### src/rtl/i2c_pkg.sv
// Shared FSM state, command type and default bit-period timing for the
// I2C command sequencer and its FIFO.
package i2c_pkg;

  typedef enum logic [1:0] {
    IDLE,
    LAUNCH,
    BUSY,
    COLLECT
  } state_e;

  localparam int DEF_TICK_DIV = 500;
  localparam int DEF_WR_SLOTS = 24;
  localparam int DEF_RD_SLOTS = 33;
  localparam int DEF_GUARD    = 2;

  typedef struct packed {
    logic [7:0] addr;
    logic [7:0] data;
  } cmd_t;

endpackage

### src/rtl/i2c_cmd_sequencer_if.sv
// Host command/response channel plus engine-side signals of the sequencer.
// slave = the sequencer, master = whoever drives host and engine inputs.
interface i2c_cmd_sequencer_if;

  logic        cmd_valid;
  logic        cmd_ready;
  logic [7:0]  cmd_addr;
  logic [7:0]  cmd_data;
  logic        rsp_valid;
  logic        rsp_ready;
  logic [15:0] rsp_data;
  logic        rsp_err;
  logic        i2c_en;
  logic [7:0]  i2c_addr;
  logic [7:0]  i2c_data;
  logic [15:0] i2c_rdata;
  logic        i2c_ack;
  logic        busy;

  modport slave (
    input  cmd_valid, cmd_addr, cmd_data, rsp_ready, i2c_rdata, i2c_ack,
    output cmd_ready, rsp_valid, rsp_data, rsp_err, i2c_en, i2c_addr, i2c_data, busy
  );

  modport master (
    output cmd_valid, cmd_addr, cmd_data, rsp_ready, i2c_rdata, i2c_ack,
    input  cmd_ready, rsp_valid, rsp_data, rsp_err, i2c_en, i2c_addr, i2c_data, busy
  );

endinterface

### src/rtl/i2c_cmd_fifo.sv
// Synchronous command FIFO with show-ahead read; DEPTH must be a power of two.
module i2c_cmd_fifo
  import i2c_pkg::*;
#(
  parameter int DEPTH = 4
) (
  input  logic clk_sys,
  input  logic rst,
  input  logic i_push,
  input  cmd_t i_din,
  input  logic i_pop,
  output cmd_t o_dout,
  output logic o_full,
  output logic o_empty
);

  localparam int AW = (DEPTH > 1) ? $clog2(DEPTH) : 1;

  if (DEPTH < 2 || (DEPTH & (DEPTH - 1)) != 0) begin : g_depthCheck
    $error("i2c_cmd_fifo: DEPTH must be a power of two >= 2");
  end

  cmd_t        r_mem [DEPTH];
  logic [AW:0] r_wrPtr;
  logic [AW:0] r_rdPtr;
  logic        w_doPush;
  logic        w_doPop;

  assign w_doPush = i_push && !o_full;
  assign w_doPop  = i_pop && !o_empty;
  assign o_empty  = (r_wrPtr == r_rdPtr);
  assign o_full   = (r_wrPtr[AW] != r_rdPtr[AW]) && (r_wrPtr[AW-1:0] == r_rdPtr[AW-1:0]);
  assign o_dout   = r_mem[r_rdPtr[AW-1:0]];

  // Storage needs no reset: the pointers alone decide which entries are live.
  always_ff @(posedge clk_sys) begin
    if (w_doPush) r_mem[r_wrPtr[AW-1:0]] <= i_din;
  end

  always_ff @(posedge clk_sys or posedge rst) begin
    if (rst) begin
      r_wrPtr <= '0;
      r_rdPtr <= '0;
    end else begin
      if (w_doPush) r_wrPtr <= r_wrPtr + 1'b1;
      if (w_doPop)  r_rdPtr <= r_rdPtr + 1'b1;
    end
  end

endmodule

### src/rtl/i2c_cmd_sequencer.sv
// Command front-end for the I2C engine: queues host commands, launches and times one
// transaction each, returns a response. NACK capture is enabled by I2C_SEQ_ACK_CHECK_EN.
module i2c_cmd_sequencer
  import i2c_pkg::*;
#(
  parameter int TICK_DIV   = DEF_TICK_DIV,
  parameter int WR_SLOTS   = DEF_WR_SLOTS,
  parameter int RD_SLOTS   = DEF_RD_SLOTS,
  parameter int GUARD      = DEF_GUARD,
  parameter int FIFO_DEPTH = 4
) (
  input  logic               clk_sys,
  input  logic               rst,
  i2c_cmd_sequencer_if.slave io_bus
);

  localparam int TW = (TICK_DIV > 1) ? $clog2(TICK_DIV) : 1;

  if (RD_SLOTS + GUARD > 63 || WR_SLOTS + GUARD > 63) begin : g_slotCheck
    $error("i2c_cmd_sequencer: slot count does not fit the 6-bit slot counter");
  end

  cmd_t          w_din;
  cmd_t          w_head;
  logic          w_push;
  logic          w_pop;
  logic          w_full;
  logic          w_empty;
  logic [5:0]    w_target;
  logic [5:0]    w_slotsNext;

  state_e        r_state;
  logic [TW-1:0] r_timer;
  logic [5:0]    r_slots;
  logic          r_en;
  logic [7:0]    r_addr;
  logic [7:0]    r_data;
  logic          r_rspValid;
  logic [15:0]   r_rspData;

  assign w_din       = {io_bus.cmd_addr, io_bus.cmd_data};
  assign w_push      = io_bus.cmd_valid && io_bus.cmd_ready;
  assign w_pop       = (r_state == IDLE) && !w_empty;
  assign w_target    = r_addr[0] ? 6'(RD_SLOTS + GUARD) : 6'(WR_SLOTS + GUARD);
  assign w_slotsNext = r_slots + 6'd1;

  i2c_cmd_fifo #(
    .DEPTH (FIFO_DEPTH)
  ) u_fifo (
    .clk_sys (clk_sys),
    .rst     (rst),
    .i_push  (w_push),
    .i_din   (w_din),
    .i_pop   (w_pop),
    .o_dout  (w_head),
    .o_full  (w_full),
    .o_empty (w_empty)
  );

`ifdef I2C_SEQ_ACK_CHECK_EN
  logic r_ackFlag;
  logic r_rspErr;
  assign io_bus.rsp_err = r_rspErr;
`else
  logic w_unusedAck;
  assign w_unusedAck    = io_bus.i2c_ack;
  assign io_bus.rsp_err = 1'b0;
`endif

  // COLLECT is entered on the same wrap that brings the slot count to target,
  // so rsp_valid rises 1 + slots*TICK_DIV clocks after the launch pulse.
  always_ff @(posedge clk_sys or posedge rst) begin
    if (rst) begin
      r_state    <= IDLE;
      r_timer    <= '0;
      r_slots    <= '0;
      r_en       <= 1'b0;
      r_addr     <= '0;
      r_data     <= '0;
      r_rspValid <= 1'b0;
      r_rspData  <= '0;
`ifdef I2C_SEQ_ACK_CHECK_EN
      r_ackFlag  <= 1'b0;
      r_rspErr   <= 1'b0;
`endif
    end else begin
      r_en <= 1'b0;
      case (r_state)
        IDLE: begin
          if (!w_empty) begin
            r_addr  <= w_head.addr;
            r_data  <= w_head.data;
            r_en    <= 1'b1;
            r_state <= LAUNCH;
          end
        end
        LAUNCH: begin
          r_timer <= '0;
          r_slots <= '0;
`ifdef I2C_SEQ_ACK_CHECK_EN
          r_ackFlag <= 1'b0;
`endif
          r_state <= BUSY;
        end
        BUSY: begin
`ifdef I2C_SEQ_ACK_CHECK_EN
          r_ackFlag <= r_ackFlag | io_bus.i2c_ack;
`endif
          if (r_timer == TW'(TICK_DIV - 1)) begin
            r_timer <= '0;
            r_slots <= w_slotsNext;
            if (w_slotsNext == w_target) begin
              r_rspValid <= 1'b1;
              r_rspData  <= r_addr[0] ? io_bus.i2c_rdata : 16'h0000;
`ifdef I2C_SEQ_ACK_CHECK_EN
              r_rspErr   <= r_ackFlag | io_bus.i2c_ack;
`endif
              r_state    <= COLLECT;
            end
          end else begin
            r_timer <= r_timer + 1'b1;
          end
        end
        COLLECT: begin
          if (r_rspValid && io_bus.rsp_ready) begin
            r_rspValid <= 1'b0;
            r_state    <= IDLE;
          end
        end
        default: r_state <= IDLE;
      endcase
    end
  end

  assign io_bus.cmd_ready = !w_full && !rst;
  assign io_bus.rsp_valid = r_rspValid;
  assign io_bus.rsp_data  = r_rspData;
  assign io_bus.i2c_en    = r_en;
  assign io_bus.i2c_addr  = r_addr;
  assign io_bus.i2c_data  = r_data;
  assign io_bus.busy      = (r_state != IDLE) || !w_empty;

endmodule

### src/flat_wrapper.sv
// flat-port wrapper written by rule: the top's interface ports become plain ports
module i2c_cmd_sequencer_flat import i2c_pkg::*;
#(
  parameter int TICK_DIV   = DEF_TICK_DIV,
  parameter int WR_SLOTS   = DEF_WR_SLOTS,
  parameter int RD_SLOTS   = DEF_RD_SLOTS,
  parameter int GUARD      = DEF_GUARD,
  parameter int FIFO_DEPTH = 4
)
  (clk_sys, rst, io_bus_cmd_valid, io_bus_cmd_addr, io_bus_cmd_data, io_bus_rsp_ready, io_bus_i2c_rdata, io_bus_i2c_ack, io_bus_cmd_ready, io_bus_rsp_valid, io_bus_rsp_data, io_bus_rsp_err, io_bus_i2c_en, io_bus_i2c_addr, io_bus_i2c_data, io_bus_busy);
  i2c_cmd_sequencer_if io_bus_i ();
  input  logic clk_sys;
  input  logic rst;
  input wire logic [$bits(io_bus_i.cmd_valid)-1:0] io_bus_cmd_valid;
  input wire logic [$bits(io_bus_i.cmd_addr)-1:0] io_bus_cmd_addr;
  input wire logic [$bits(io_bus_i.cmd_data)-1:0] io_bus_cmd_data;
  input wire logic [$bits(io_bus_i.rsp_ready)-1:0] io_bus_rsp_ready;
  input wire logic [$bits(io_bus_i.i2c_rdata)-1:0] io_bus_i2c_rdata;
  input wire logic [$bits(io_bus_i.i2c_ack)-1:0] io_bus_i2c_ack;
  output wire logic [$bits(io_bus_i.cmd_ready)-1:0] io_bus_cmd_ready;
  output wire logic [$bits(io_bus_i.rsp_valid)-1:0] io_bus_rsp_valid;
  output wire logic [$bits(io_bus_i.rsp_data)-1:0] io_bus_rsp_data;
  output wire logic [$bits(io_bus_i.rsp_err)-1:0] io_bus_rsp_err;
  output wire logic [$bits(io_bus_i.i2c_en)-1:0] io_bus_i2c_en;
  output wire logic [$bits(io_bus_i.i2c_addr)-1:0] io_bus_i2c_addr;
  output wire logic [$bits(io_bus_i.i2c_data)-1:0] io_bus_i2c_data;
  output wire logic [$bits(io_bus_i.busy)-1:0] io_bus_busy;
  assign io_bus_i.cmd_valid = io_bus_cmd_valid;
  assign io_bus_i.cmd_addr = io_bus_cmd_addr;
  assign io_bus_i.cmd_data = io_bus_cmd_data;
  assign io_bus_i.rsp_ready = io_bus_rsp_ready;
  assign io_bus_i.i2c_rdata = io_bus_i2c_rdata;
  assign io_bus_i.i2c_ack = io_bus_i2c_ack;
  assign io_bus_cmd_ready = io_bus_i.cmd_ready;
  assign io_bus_rsp_valid = io_bus_i.rsp_valid;
  assign io_bus_rsp_data = io_bus_i.rsp_data;
  assign io_bus_rsp_err = io_bus_i.rsp_err;
  assign io_bus_i2c_en = io_bus_i.i2c_en;
  assign io_bus_i2c_addr = io_bus_i.i2c_addr;
  assign io_bus_i2c_data = io_bus_i.i2c_data;
  assign io_bus_busy = io_bus_i.busy;
  i2c_cmd_sequencer #(.TICK_DIV(TICK_DIV), .WR_SLOTS(WR_SLOTS), .RD_SLOTS(RD_SLOTS), .GUARD(GUARD), .FIFO_DEPTH(FIFO_DEPTH)) u_core (.clk_sys(clk_sys), .rst(rst), .io_bus(io_bus_i));
endmodule
### config.mk
export PLATFORM = sky130hd
export DESIGN_NAME = i2c_cmd_sequencer_flat
export DESIGN_NICKNAME = d
export VERILOG_FILES = /design/src/rtl/i2c_pkg.sv /design/src/rtl/i2c_cmd_sequencer_if.sv /design/src/rtl/i2c_cmd_fifo.sv /design/src/rtl/i2c_cmd_sequencer.sv /design/src/flat_wrapper.sv
export SDC_FILE = /design/constraint.sdc
export NUM_CORES = 1
export LEC_CHECK = 0
export BUFFER_PORTS_ARGS = -buffer_cell sky130_fd_sc_hd__buf_2
export CAP_MARGIN = 20
export CELL_PAD_IN_SITES_DETAIL_PLACEMENT = 1
export CELL_PAD_IN_SITES_GLOBAL_PLACEMENT = 2
export CORE_ASPECT_RATIO = 0.9
export CORE_MARGIN = 2
export CORE_UTILIZATION = 30
export DETAILED_ROUTE_END_ITERATION = 8
export PLACE_DENSITY = 0.67
export SLEW_MARGIN = 10
export SYNTH_ARGS = -nofsm -noshare
export SYNTH_HDL_FRONTEND = slang
export SYNTH_SLANG_ARGS = --single-unit
### constraint.sdc
create_clock -name clk_sys -period 1.85 [get_ports clk_sys]
set_input_delay 0.2775 -clock clk_sys [delete_from_list [all_inputs] [get_ports clk_sys]]
set_output_delay 0.2775 -clock clk_sys [all_outputs]
set_load 0.05 [all_outputs]
-- Word level (Yosys, flattened, before mapping)
Memory sizes are Yosys's and may differ from the RTL's. A register that Yosys moved wholly into a read port is not among the register bits.
Index checks and enable logic that the tools add are counted.
- bits in registers: 41
- memories: 1
- word-level logic and storage cells: 65
- input port bits: 37
- RAM bits: 64
- add/subtract/negate cells: 4
- multiplexer cells: 19
- bitwise gates (word level): 1
- equality and inequality tests: 12
- reductions and logical operators: 20
- memories (memory ; depth ; width ; rd ports ; clocked after Yosys merged registers in ; wr ports ; line ; source):
    u_core.u_fifo.r_mem ; 4 ; 16 ; 1 ; 1 ; 1 ; i2c_cmd_fifo.sv:23 ; cmd_t r_mem [DEPTH];
- operator list (operator ; number):
    one-hot mux 9 bit (2 select lines) ; 1
    2-to-1 mux 16 bit ; 1
    2-to-1 mux 6 bit ; 2
    one-hot mux 6 bit (2 select lines) ; 1
    adder 9 x 1 -> 9 bit (second input constant) ; 1
    equality test 9 bit (second input constant) ; 1
    2-to-1 mux 9 bit ; 1
    2-to-1 mux 2 bit ; 4
    one-hot mux 2 bit (4 select lines) ; 1
    AND reduction 4 bit ; 2
    logical AND 1 bit ; 7
    2-to-1 mux 1 bit ; 7
    adder 3 x 1 -> 3 bit (second input constant) ; 2
    adder 6 x 1 -> 6 bit (second input constant) ; 1
    equality test 6 bit ; 1
    != test 2 x 1 -> 1 bit (second input constant) ; 3
    nonzero test 2 bit ; 3
    equality test 2 bit (second input constant) ; 2
    AND reduction 2 bit ; 2
    equality test 3 bit ; 1
    zero test 1 bit ; 3
    AND reduction 3 bit ; 1
    equality test 2 x 1 -> 1 bit (second input constant) ; 1
    equality test 2 bit ; 1
    6 further kinds ; 6

-- Logic depth before layout (Yosys ltp)
Gate-level depths: netlist of the first run.
- word-level depth: 8
- mapped depth: 9

-- Modules after synthesis
Synthesis of the first run repeated with hierarchy kept, for this count alone.
- cells, all modules: 371
- area total of the unflattened synthesis: 5312.6 um2
- modules (own cells, without submodules) (module ; times used ; cells each ; area each (um2) ; sequential area each (um2)):
    i2c_cmd_fifo ; 1 ; 133 ; 2813.9 ; 2072.0
    i2c_cmd_sequencer ; 1 ; 238 ; 2498.6 ; 1276.2

-- Least setup slack after synthesis of the first run
No wires, ideal clock.
- kind: register -> register
- start point: reg u_core.u_fifo.r_rdPtr[0]
- end point: mem u_core.u_fifo.r_mem[3][0] (netlist name) (enable)
- cell stages (with the launch flop): 6
- data required time: 1.475 ns
- path slack: -0.688 ns
- arrival: 2.163 ns
- cells stage by stage: dfrtp_1 > buf_4 > xor2_1 > nor3_1 > nor2_1 > and3_1
- word-level cells in the longest chain between the ends: 8
- ends and longest elaborated chain (what ; line ; source):
    start: declaration ; i2c_cmd_fifo.sv:25 ; logic [AW:0] r_rdPtr;
    start signal: assignment ; i2c_cmd_fifo.sv:46 ; if (w_doPop) r_rdPtr <= r_rdPtr + 1'b1;
    equality test 2 bit ; i2c_cmd_fifo.sv:32 ; assign o_full = (r_wrPtr[AW] != r_rdPtr[AW]) && (r_wrPtr[AW-1:0] == r_rdPtr[AW-1:0]);
    logical AND 1 bit ; i2c_cmd_fifo.sv:32 ;
    zero test 1 bit ; i2c_cmd_sequencer.sv:135 ; assign io_bus.cmd_ready = !w_full && !rst;
    logical AND 1 bit ; i2c_cmd_sequencer.sv:135 ;
    net io_bus_cmd_ready ; flat_wrapper.sv:20 ; output wire logic [$bits(io_bus_i.cmd_ready)-1:0] io_bus_cmd_ready;
    logical AND 1 bit ; i2c_cmd_sequencer.sv:42 ; assign w_push = io_bus.cmd_valid && io_bus.cmd_ready;
    logical AND 1 bit ; i2c_cmd_fifo.sv:29 ; assign w_doPush = i_push && !o_full;
    2-to-1 mux 1 bit ; i2c_cmd_fifo.sv:37 ; if (w_doPush) r_mem[r_wrPtr[AW-1:0]] <= i_din;
    2-to-1 mux 1 bit (not written as such) ; i2c_cmd_fifo.sv:37 ;
    end: declaration ; i2c_cmd_fifo.sv:23 ;
The timed path passes the listed nets, and every way through them passes these cells.

-- Worst setup path after layout of the first run
- start point: reg u_core.r_slots[1]
- end point: reg u_core.r_state[1]
- word-level cells in the longest chain between the ends: 4
- ends and longest elaborated chain (what ; line ; source):
    start: declaration ; i2c_cmd_sequencer.sv:34 ; logic [5:0] r_slots;
    start signal: assignment ; i2c_cmd_sequencer.sv:111 ; r_slots <= w_slotsNext;
    adder 6 x 1 -> 6 bit ; i2c_cmd_sequencer.sv:45 ; assign w_slotsNext = r_slots + 6'd1;
    equality test 6 bit ; i2c_cmd_sequencer.sv:112 ; if (w_slotsNext == w_target) begin
    != test 2 x 1 -> 1 bit (no source line) ; -- ;
    AND reduction 4 bit (no source line) ; -- ;
    end signal: assignment ; i2c_cmd_sequencer.sv:118 ; r_state <= COLLECT;
    end signal: assignment ; i2c_cmd_sequencer.sv:127 ; r_state <= IDLE;
    end signal: assignment ; i2c_cmd_sequencer.sv:130 ; default: r_state <= IDLE;
    end: declaration ; i2c_cmd_sequencer.sv:32 ; state_e r_state;
No other way between the ends.
A chain may end at the register's enable or synchronous reset.

==> summary.txt, run 1 <==
Outcome
  – Status: complete, but fails checks
  – Failing checks: DRC, setup timing

CTS
  – Total CTS buffers: 17
  – Clk buf depth: 2
  – Root Driver: clkbuf_16
  – # H-tree levels: 4
  – TritonCTS Sinks: 121
  – Worst-Skew Late Latency: 0.42 ns
  – Worst-path clk slew: 0.06 ns
  – CTS tree: done

STA
  – Pins Over Slew Limit: 0
  – Final setup TNS: -0.359 ns
  – Tightest Pin Transition: 0.566 ns
  – Hold slack: 0.0721 ns
  – RSZ-0062 raised after global routing: true
  – Setup slack after layout: -0.0659 ns
  – Post-layout min period: 1.92 ns
  – Final setup viols: 13
  – Final hold vios: 0
  – Max Freq: 522 MHz
  – Relative slew slack: 62.3%
  – Post-route clock period utilization: 104%
  – Clock Skew: 0.00716 ns

Placed design
  – Routability cong.: 0.756
  – Post-DP HPWL: 6970 µm
  – # port buffers: 71
  – DP Area: 0.00579 mm²

Logic synthesis
  – Number of synthesized flops with an enable pin: 64
  – Main synth FF type: edfxtp_1
  – Synth Instances: 346
  – Post-synth top area share: 38.4%
  – Synth Cell Area: 0.00500 mm²
  – Post-synth ARST share: 47.1%
  – Mean Syn Cell Area: 14.4 µm²
  – Synth area leader: edfxtp_1
  – YS warnings: 0
  – Synth area leaders: edfxtp_1 38%, dfrtp_1 29%, mux4_2 7.2%
  – Synth unique cells: 42
  – Syn Nets: 395
  – Synthesis-stage register bit count: 121
  – Most frequent cell after synthesis: edfxtp_1
  – Register area share after synthesis: 67.0%
  – Commonest cells in the netlist: 64 x edfxtp_1, 57 x dfrtp_1, 53 x nand2_1

Cells and area
  – Nets: 507
  – Final core occ: 41.6%
  – P&R area growth vs syn: 35.2%
  – Ant. Diodes: 0
  – Layout cells sized above 1: 47.3%
  – Fin area: 0.00676 mm²

Setup path
  – Max Fanout on Critical Path: 3
  – Crit end category: flop
  – Critical Path RT: 2.15 ns
  – Kind of critical path: flop to flop
  – CP startpoint kind: flop
  – Worst Path Arrival: 2.22 ns

Hold path
  – Hold/Removal Path Class: input pin to flop

Die
  – Die Height: 126 µm
  – Core Box Area: 0.0162 mm²
  – Die area: 0.0177 mm²
  – Die Wd: 140 µm
  – Initial core utilization: 30.8%
  – IO Pins: 74
  – # rows: 44

Route
  – Antenna Nets Post-Route: 0
  – DRC: 7
  – Via density: 4.69
  – Vias: 3178
  – TritonRoute pass-1 iters: 9
  – WL/cell: 16.7 µm
  – Overall routed net length: 11300 µm
  – DRT iter0 DRCs: 156

Global routing
  – Number of global-route vias before repair: 3340
  – Total gr overflow: 0
  – Initial antenna violation count: 0
  – Global Route Usage Sum: 13.1%
  – Largest net degree at the start of global routing: 41
  – First-pass GRT wire length: 17600 µm

Power
  – Flop pwr share: 33.5%
  – VDD IR max: 0.780 mV
  – Clock share of power: 32.2%
  – Ratio of total power to cell area: 1600 mW/mm²
  – Sw frac: 34.4%
  – Comb pwr share: 34.3%
  – Pleak: 2.68 nW
  – Tot Pwr: 10.8 mW
  – Int Pwr: 7.10 mW
  – Sw Pwr: 3.73 mW

Flow run
  – Max-cap violations: 0
[per-layer routing]
layer,wire length [µm],GRT usage [%],vias to the layer above
li1,-,-,1481
met1,4940,16.1,1624
met2,5730,21.4,60
met3,494,4.95,13
met4,159,4.63,0
met5,0,0,-
[cell type report]
class	instances	area (µm²)
inverter	11	41.3
sequential	121	3350
multi-input combinational	200	1760
clock inverter	15	200
timing repair buffer	107	719
clock buffer	17	425
tap	207	259
fill	1666	9480
[critical path, cell delays in order (launching register included)]
cell and delay (ns):
dfrtp_1 0.41, buf_4 0.15, a21boi_0 0.22, o21ai_2 0.12
nor4_4 0.25, o21bai_1 0.14, a21oi_2 0.20, mux2_4 0.31
[flip-flops by register name (all words and copies together), names as in the netlist]
| register | flops |
|---|---|
| u_core.r_state | 2 |
| u_core.r_slots | 6 |
| u_core.io_bus.rsp_valid | 1 |
| u_core.r_timer | 9 |
| u_core.io_bus.i2c_data | 8 |
| u_core.io_bus.rsp_data | 16 |
| u_core.u_fifo.r_mem | 64 |
| u_core.u_fifo.r_wrPtr | 3 |
| u_core.io_bus.i2c_en | 1 |
| u_core.io_bus.i2c_addr | 8 |
| u_core.u_fifo.r_rdPtr | 3 |
[cells by family (layout without fill, tap and decap cells)]
| kind of cell | Yosys count | count (layout) | share of synthesized area (%) |
|---|---|---|---|
| XOR/XNOR | 12 | 12 | 2.10 |
| AND/OR/NAND/NOR | 96 | 96 | 9.11 |
| AO/OA/AOI/OAI | 45 | 45 | 5.01 |
| buffers and inverters | 25 | 150 | 2.48 |
| other | 1 | 1 | 0.0750 |
| adder cells (fa/ha/maj) | 12 | 12 | 3.00 |
| flip-flops | 121 | 121 | 67.0 |
| multiplexers | 34 | 34 | 11.2 |
[through the flow]
stage          instances  setup slack, ns
2_1_floorplan        346          -0.0370
3_3_place_gp         636           -0.118
3_5_place_dp         636           -0.174
4_1_cts              671           -0.113
5_1_grt              678           -0.203
6_report             678          -0.0659
[final timing paths]
| path | from | endpoint | slack, ns | depth (start not counted) |
|---|---|---|---|---|
| worst max register to register | u_core.r_slots[1] | u_core.r_state[1] | -0.07 | 7 |
| worst max-delay path | u_core.r_slots[1] | u_core.r_state[1] | -0.07 | 7 |
| worst min-delay path | io_bus_cmd_data[5] | u_core.u_fifo.r_mem[2][5] | 0.07 | 1 |
| min in group asynchronous | rst | u_core.io_bus.i2c_addr[5] | 0.47 | 4 |
| max in group asynchronous | rst | u_core.r_slots[3] | 0.83 | 4 |
| worst min register to register | u_core.io_bus.rsp_data[3] | u_core.io_bus.rsp_data[3] | 0.48 | 2 |
[placed cells by master (no fill, tap or decap), types with 5 or more instances in the layout]
cell type,netlist,routed
buf_2,6,69
edfxtp_1,64,64
dfrtp_1,57,52
nand2_1,53,39
buf_4,4,28
clkbuf_16,0,19
mux4_2,16,16
mux2_2,16,16
o21ai_0,14,14
nand3_1,14,12
ha_1,12,11
inv_1,10,9
nand2_2,0,9
o21ai_2,1,9
o21ai_1,17,7
xnor2_1,6,5
nand2_4,0,5
dfrtp_2,0,5
[power by group through the flow]
stage	Sequential (mW)	Combinational (mW)	Clock, mW
2_1_floorplan	4.29	1.90	0
3_3_place_gp	3.64	3.45	0
3_5_place_dp	3.67	3.51	0
4_1_cts	3.63	3.59	3.57
5_1_grt	3.70	4.04	3.68
6_report	3.63	3.71	3.49
[what timing repair did]
action,4_1_cts,5_1_grt
buffers inserted,2,3
pin swaps,7,16
hold endpoints to repair,17,0
endpoints found under the setup margin,4,21
cloned,0,4
hold buffers,1,0
gates resized for setup,8,49
Note: power is estimated with default switching activity, not from simulation.
==> inputs of run 2 (changes only) <==
Settings changed: ABC_AREA from default to 1, PLACE_DENSITY 0.67 to 0.71.
==> summary.txt, run 2 <==
CTS
  – Clk buf depth: 2 (unchanged)
  – Total CTS buffers: 17 (unchanged)
  – # H-tree levels: 4 (unchanged)
  – TritonCTS Sinks: 121 (unchanged)
  – Worst-Skew Late Latency: 0.42 ns (about the same)
  – Worst-path clk slew: 0.06 ns (about the same)
  – CTS tree: done (unchanged)
  – Root Driver: clkbuf_16 (unchanged)

Route
  – Vias: 3659 (was 3178)
  – DRC: 0 (was 7)
  – DRT iter0 DRCs: 148 (was 156)
  – WL/cell: 15.3 µm (was 16.7 µm)
  – Via density: 4.63 (was 4.69)
  – Overall routed net length: 12100 µm (was 11300 µm)
  – Antenna Nets Post-Route: 0 (unchanged)
  – TritonRoute pass-1 iters: 4 (was 9)

Die
  – Die area: 0.0183 mm² (was 0.0177 mm²)
  – Initial core utilization: 30.6% (was 30.8%)
  – Die Wd: 142 µm (was 140 µm)
  – # rows: 45 (was 44)
  – IO Pins: 74 (unchanged)
  – Die Height: 129 µm (was 126 µm)
  – Core Box Area: 0.0169 mm² (was 0.0162 mm²)

Cells and area
  – Most common cell after layout, fill and taps aside: nor2_1 (was buf_2)
  – P&R area growth vs syn: 29.3% (was 35.2%)
  – Ant. Diodes: 0 (unchanged)
  – Layout cells sized above 1: 31.0% (was 47.3%)
  – Largest register FFs: 64 (unchanged)
  – Final core occ: 39.6% (was 41.6%)
  – Filler cell count: 1873 (was 1666)
  – Nets: 616 (was 507)
  – Most frequent cells in the layout: 90 x nor2_1, 69 x buf_2, 67 x nand2_1, 64 x edfxtp_1, 55 x dfrtp_1 (was 69 x buf_2, 64 x edfxtp_1, 52 x dfrtp_1, 39 x nand2_1, 28 x buf_4)

Logic synthesis
  – Post-synth ARST share: 47.1% (unchanged)
  – Syn Nets: 520 (was 395)
  – Most frequent cell after synthesis: nor2_1 (was edfxtp_1)
  – Synth Cell Area: 0.00517 mm² (was 0.00500 mm²)
  – Number of synthesized flops with an enable pin: 64 (unchanged)
  – Main synth FF type: edfxtp_1 (unchanged)
  – Register area share after synthesis: 64.8% (was 67.0%)
  – Synth unique cells: 37 (was 42)
  – YS warnings: 0 (unchanged)
  – Mean Syn Cell Area: 11.0 µm² (was 14.4 µm²)
  – Commonest cells in the netlist: 96 x nor2_1, 68 x nand2_1, 64 x edfxtp_1 (was 64 x edfxtp_1, 57 x dfrtp_1, 53 x nand2_1)
  – Synth area leaders: edfxtp_1 37%, dfrtp_1 28%, nor2_1 7.0% (was edfxtp_1 38%, dfrtp_1 29%, mux4_2 7.2%)
  – Synth area leader: edfxtp_1 (unchanged)
  – Synthesis-stage register bit count: 121 (unchanged)
  – Synth Instances: 471 (was 346)
  – Post-synth top area share: 37.2% (was 38.4%)

STA
  – Final setup TNS: 0 ns (was -0.359 ns)
  – Tightest Pin Transition: 0.804 ns (was 0.566 ns)
  – Hold slack: 0.0767 ns (was 0.0721 ns)
  – Final setup viols: 0 (was 13)
  – Post-route clock period utilization: 96.9% (was 104%)
  – Post-layout min period: 1.79 ns (was 1.92 ns)
  – Pins Over Slew Limit: 0 (unchanged)
  – Max Freq: 558 MHz (was 522 MHz)
  – Relative slew slack: 46.4% (was 62.3%)
  – Clock Skew: 0.0111 ns (was 0.00716 ns)
  – RSZ-0062 raised after global routing: true (unchanged)
  – Final hold vios: 0 (unchanged)

Setup path
  – Critical Path RT: 1.57 ns (was 2.15 ns)
  – Slowest CP cell: dfrtp_1 (unchanged)
  – Buffers & Inverters on Critical Path: 3 (was 1)
  – Max Fanout on Critical Path: 2 (was 3)
  – CP startpoint kind: flop (unchanged)
  – Critical path's top delay family: flip-flops (was compound AO/OA/AOI/OAI gates)
  – CP max stage delay: 0.41 ns (about the same)
  – Worst Path Arrival: 1.52 ns (was 2.22 ns)
  – Kind of critical path: flop to output pin (was flop to flop)
  – CP Cell Sequence: xnor2_2 > buf_4 > o21ai_4 > inv_4 > buf_8 (was buf_4 > a21boi_0 > o21ai_2 > nor4_4 > o21bai_1 > a21oi_2 > mux2_4)
  – Crit end category: output pin (was flop)

Global routing
  – First-pass GRT wire length: 19500 µm (was 17600 µm)
  – Initial antenna violation count: 1 (was 0)
  – Total gr overflow: 0 (unchanged)
  – Number of global-route vias before repair: 3867 (was 3340)
  – Global Route Usage Sum: 14.2% (was 13.1%)
  – Largest net degree at the start of global routing: 58 (was 41)

Hold path
  – Hold/Removal Path Class: input pin to flop (unchanged)

Power
  – Sw Pwr: 1.66 mW (was 3.73 mW)
  – Clock share of power: 48.8% (was 32.2%)
  – Flop pwr share: 42.7% (was 33.5%)
  – Comb pwr share: 8.5% (was 34.3%)
  – Pleak: 2.75 nW (was 2.68 nW)
  – Int Pwr: 5.59 mW (was 7.10 mW)
  – Ratio of total power to cell area: 1090 mW/mm² (was 1600 mW/mm²)
  – VDD IR max: 0.658 mV (was 0.780 mV)
  – Sw frac: 22.9% (was 34.4%)
  – Tot Pwr: 7.26 mW (was 10.8 mW)

Outcome
  – Status: completed (was complete, but fails checks)

Placed design
  – Routability cong.: 0.751 (was 0.756)
  – Post-DP HPWL: 7720 µm (was 6970 µm)
  – # port buffers: 71 (unchanged)

Flow run
  – Max-cap violations: 0 (unchanged)
[run 2: worst paths after layout]
check | start | to | slack (ns) | cells after the start
worst max-delay path | u_core.u_fifo.r_rdPtr[2] | io_bus_cmd_ready | 0.06 | 5
worst min-delay path | io_bus_cmd_addr[0] | u_core.u_fifo.r_mem[0][8] | 0.08 | 1
worst max register to register | u_core.r_slots[1] | u_core.io_bus.rsp_data[0] | 0.16 | 9
worst min register to register | u_core.io_bus.rsp_data[14] | u_core.io_bus.rsp_data[14] | 0.47 | 2
max in group asynchronous | rst | u_core.u_fifo.r_wrPtr[0] | 1.12 | 3
min in group asynchronous | rst | u_core.io_bus.i2c_data[2] | 0.18 | 3
[run 2: repair_timing]
item	4_1_cts	5_1_grt
hold endpoints to repair	0	0
endpoints found under the setup margin	2	12
setup buffers	3	4
pin swaps	7	2
hold buffers	0	0
gates resized for setup	13	4
[run 2: per-stage QoR]
| step | area, µm² | setup WS (ns) | instances |
|---|---|---|---|
| after floorplan | 5220 | -0.199 | 471 |
| after global placement | 5940 | 0.177 | 752 |
| after detailed placement | 5940 | 0.0999 | 752 |
| after CTS | 6640 | -0.0159 | 787 |
| after global routing | 6680 | -0.0523 | 791 |
| final | 6680 | 0.0571 | 791 |
[run 2: cells by family after synthesis]
| family | synth area share (%) |
|---|---|
| and+or+nand+nor | 16.3 |
| adders and majority gates | 2.91 |
| buffers and inverters | 4.26 |
| other | 0.0726 |
| xor gates and xnor gates | 2.03 |
| muxes | 0.194 |
| DFF | 64.8 |
| AOI/OAI and AO/OA | 9.47 |
[run 2: layout make-up]
| cell class | count | area [µm²] | share of cell area [%] |
|---|---|---|---|
| clock inverters | 14 | 194 | 2.90 |
| multi-input cells | 302 | 1690 | 25.3 |
| flip-flops and latches | 121 | 3350 | 50.1 |
| repair buffers | 96 | 631 | 9.43 |
| well taps | 211 | 264 | 3.95 |
| clock buffers | 18 | 439 | 6.57 |
| inverters | 29 | 116 | 1.74 |
[run 2: layer usage]
| layer | wire [µm] | share of wire (%) | GRT usage, % |
|---|---|---|---|
| met3 | 482 | 4.0 | 4.54 |
| met2 | 6270 | 52 | 25.4 |
| met4 | 140 | 1.2 | 5.42 |
| met5 | 13 | 0.11 | 0 |
| met1 | 5220 | 43 | 15.9 |
[run 2: power groups by stage]
stage,Sequential [mW],Clock [mW],Combinational (mW)
2_1_floorplan,3.13,0,0.300
3_3_place_gp,3.14,0,0.496
3_5_place_dp,3.15,0,0.512
4_1_cts,3.10,3.64,0.594
5_1_grt,3.11,3.74,0.683
6_report,3.10,3.54,0.617
==> inputs of run 3 (changes only) <==
Settings changed: BUFFER_PORTS_ARGS -buffer_cell sky130_fd_sc_hd__buf_2 to -buffer_cell sky130_fd_sc_hd__buf_4.
==> summary.txt, run 3 (synthesized netlist as in run 2, its figures left out) <==
Cells and area
  – Most common cell after layout, fill and taps aside: nor2_1 (unchanged)
  – Fin area: 0.00681 mm² (was 0.00668 mm²)
  – Filler cell count: 1856 (was 1873)
  – Area of the multi-input gates: 0.00168 mm² (was 0.00169 mm²)
  – Most frequent cells in the layout: 90 x nor2_1, 88 x buf_4, 67 x nand2_1, 64 x edfxtp_1, 57 x dfrtp_1 (was 90 x nor2_1, 69 x buf_2, 67 x nand2_1, 64 x edfxtp_1, 55 x dfrtp_1)
  – Layout cells sized above 1: 30.3% (was 31.0%)
  – Nets: 616 (unchanged)
  – Largest register FFs: 64 (unchanged)
  – P&R area growth vs syn: 31.7% (was 29.3%)
  – Sequential Area: 0.00335 mm² (about the same)
  – Ant. Diodes: 0 (unchanged)

Power
  – Ratio of total power to cell area: 1030 mW/mm² (was 1090 mW/mm²)
  – VDD IR max: 0.664 mV (was 0.658 mV)
  – Flop pwr share: 44.4% (was 42.7%)
  – Clock share of power: 47.0% (was 48.8%)
  – Tot Pwr: 6.98 mW (was 7.26 mW)
  – Pleak: 2.81 nW (was 2.75 nW)
  – Int Pwr: 5.29 mW (was 5.59 mW)
  – Comb pwr share: 8.6% (was 8.5%)
  – Sw Pwr: 1.69 mW (was 1.66 mW)
  – Sw frac: 24.2% (was 22.9%)

STA
  – Post-layout min period: 1.80 ns (was 1.79 ns)
  – Final setup viols: 0 (unchanged)
  – Clock Skew: 0.00779 ns (was 0.0111 ns)
  – Hold slack: 0.0600 ns (was 0.0767 ns)
  – Final hold vios: 0 (unchanged)
  – Final setup TNS: 0 ns (unchanged)
  – Post-route clock period utilization: 97.5% (was 96.9%)
  – Max Freq: 554 MHz (was 558 MHz)
  – Pins Over Slew Limit: 0 (unchanged)
  – RSZ-0062 raised after global routing: true (unchanged)
  – Relative slew slack: 46.7% (was 46.4%)
  – Tightest Pin Transition: 0.800 ns (was 0.804 ns)

Die
  – Die Wd: 142 µm (unchanged)
  – # rows: 45 (unchanged)
  – Core Box Area: 0.0169 mm² (unchanged)
  – Initial core utilization: 30.6% (unchanged)
  – Die Height: 129 µm (unchanged)
  – IO Pins: 74 (unchanged)
  – Die area: 0.0183 mm² (unchanged)

Route
  – Antenna Nets Post-Route: 0 (unchanged)
  – WL/cell: 15.4 µm (was 15.3 µm)
  – Overall routed net length: 12100 µm (about the same)
  – Via density: 4.68 (was 4.63)
  – DRT iter0 DRCs: 154 (was 148)
  – TritonRoute pass-1 iters: 4 (unchanged)
  – DRC: 0 (unchanged)
  – Vias: 3700 (was 3659)

Flow run
  – Max-cap violations: 0 (unchanged)

Placed design
  – # port buffers: 71 (unchanged)
  – Post-DP HPWL: 7890 µm (was 7720 µm)
  – DP Area: 0.00612 mm² (was 0.00594 mm²)
  – Routability cong.: 0.729 (was 0.751)

Setup path
  – Worst Path Arrival: 1.53 ns (was 1.52 ns)
  – Critical Path RT: 1.57 ns (about the same)
  – Crit end category: output pin (unchanged)
  – CP startpoint kind: flop (unchanged)
  – Max Fanout on Critical Path: 2 (unchanged)
  – Kind of critical path: flop to output pin (unchanged)

CTS
  – TritonCTS Sinks: 121 (unchanged)
  – Worst-Skew Late Latency: 0.41 ns (was 0.42 ns)
  – Worst-path clk slew: 0.06 ns (about the same)
  – # H-tree levels: 4 (unchanged)
  – Root Driver: clkbuf_16 (unchanged)
  – Post-CTS Hold Fix Bufs: 0 (unchanged)
  – Clk buf depth: 2 (unchanged)
  – CTS tree: done (unchanged)
  – Total CTS buffers: 17 (unchanged)

Global routing
  – Initial antenna violation count: 0 (was 1)
  – Number of global-route vias before repair: 3977 (was 3867)
  – Largest net degree at the start of global routing: 58 (unchanged)
  – First-pass GRT wire length: 20100 µm (was 19500 µm)
  – Total gr overflow: 0 (unchanged)
  – Global Route Usage Sum: 14.4% (was 14.2%)

Outcome
  – Status: completed (unchanged)

Hold path
  – Hold/Removal Path Class: input pin to flop (unchanged)
-- run 3: changes by cell type in the layout (fill, tap and decap cells not counted), sizes merged --
| cell | delta |
|---|---|
| bufinv | -2 |
| clkbuf | -1 |
| clkinv | +1 |
| clkinvlp | +1 |
| inv | +1 |
-- run 3: power groups by stage --
stage / combinational [mW] / clock [mW] / sequential (mW)
floorplan: 0.300 / 0 / 3.13
global placement: 0.519 / 0 / 3.14
detailed placement: 0.536 / 0 / 3.15
CTS: 0.604 / 3.36 / 3.09
global route: 0.663 / 3.50 / 3.11
finish: 0.601 / 3.28 / 3.10
-- run 3: routing by layer --
metal / track usage (%) / part of all wire (%) / up-vias
met2: 25.3 / 50 / 60
li1: - / - / 1784
met1: 17.3 / 45 / 1843
met3: 3.98 / 3.7 / 13
met4: 4.78 / 1.3 / 0
met5: 0 / 0 / -
-- run 3: repair_timing --
action | in CTS | in global routing
setup endpoints to repair | 2 | 10
resized for setup | 6 | 5
setup buffers | 2 | 5
pin swaps | 4 | 3
-- run 3: layout make-up --
class                           instances  share of cell area, %
Sequential cell                       121                   49.2
Multi-Input combinational cell        302                   24.7
Timing Repair Buffer                   96                   11.8
Clock buffer                           17                   6.25
Tap cell                              211                   3.88
Clock inverter                         15                   2.46
Inverter                               29                   1.71
-- run 3: through the flow --
step	util, %	instances	worst slack, ns
3_3_place_gp	36.2	752	0.172
4_1_cts	39.9	786	-0.00801
5_1_grt	40.3	791	-0.0439
2_1_floorplan	-	471	-0.199
6_report	40.3	791	0.0464
3_5_place_dp	36.2	752	0.110
-- run 3: worst paths after layout --
| check | start | end | slack (ns) | depth (start not counted) |
|---|---|---|---|---|
| max | u_core.u_fifo.r_rdPtr[1] | io_bus_cmd_ready | 0.05 | 5 |
| min | io_bus_cmd_addr[4] | u_core.u_fifo.r_mem[3][12] | 0.06 | 1 |
| max reg2reg | u_core.u_fifo.r_rdPtr[0] | u_core.io_bus.i2c_data[7] | 0.16 | 4 |
| min reg2reg | u_core.io_bus.rsp_data[11] | u_core.io_bus.rsp_data[11] | 0.48 | 2 |
| max in group asynchronous | rst | u_core.io_bus.rsp_data[0] | 1.18 | 3 |
| min in group asynchronous | rst | u_core.r_slots[0] | 0.16 | 3 |
-- run 3: worst max-delay path, cell delays in order, from the launching register on --
cell	delay, ns
dfrtp_1	0.41
xnor2_2	0.20
nand2_1	0.09
o21ai_2	0.19
inv_4	0.07
buf_6	0.15
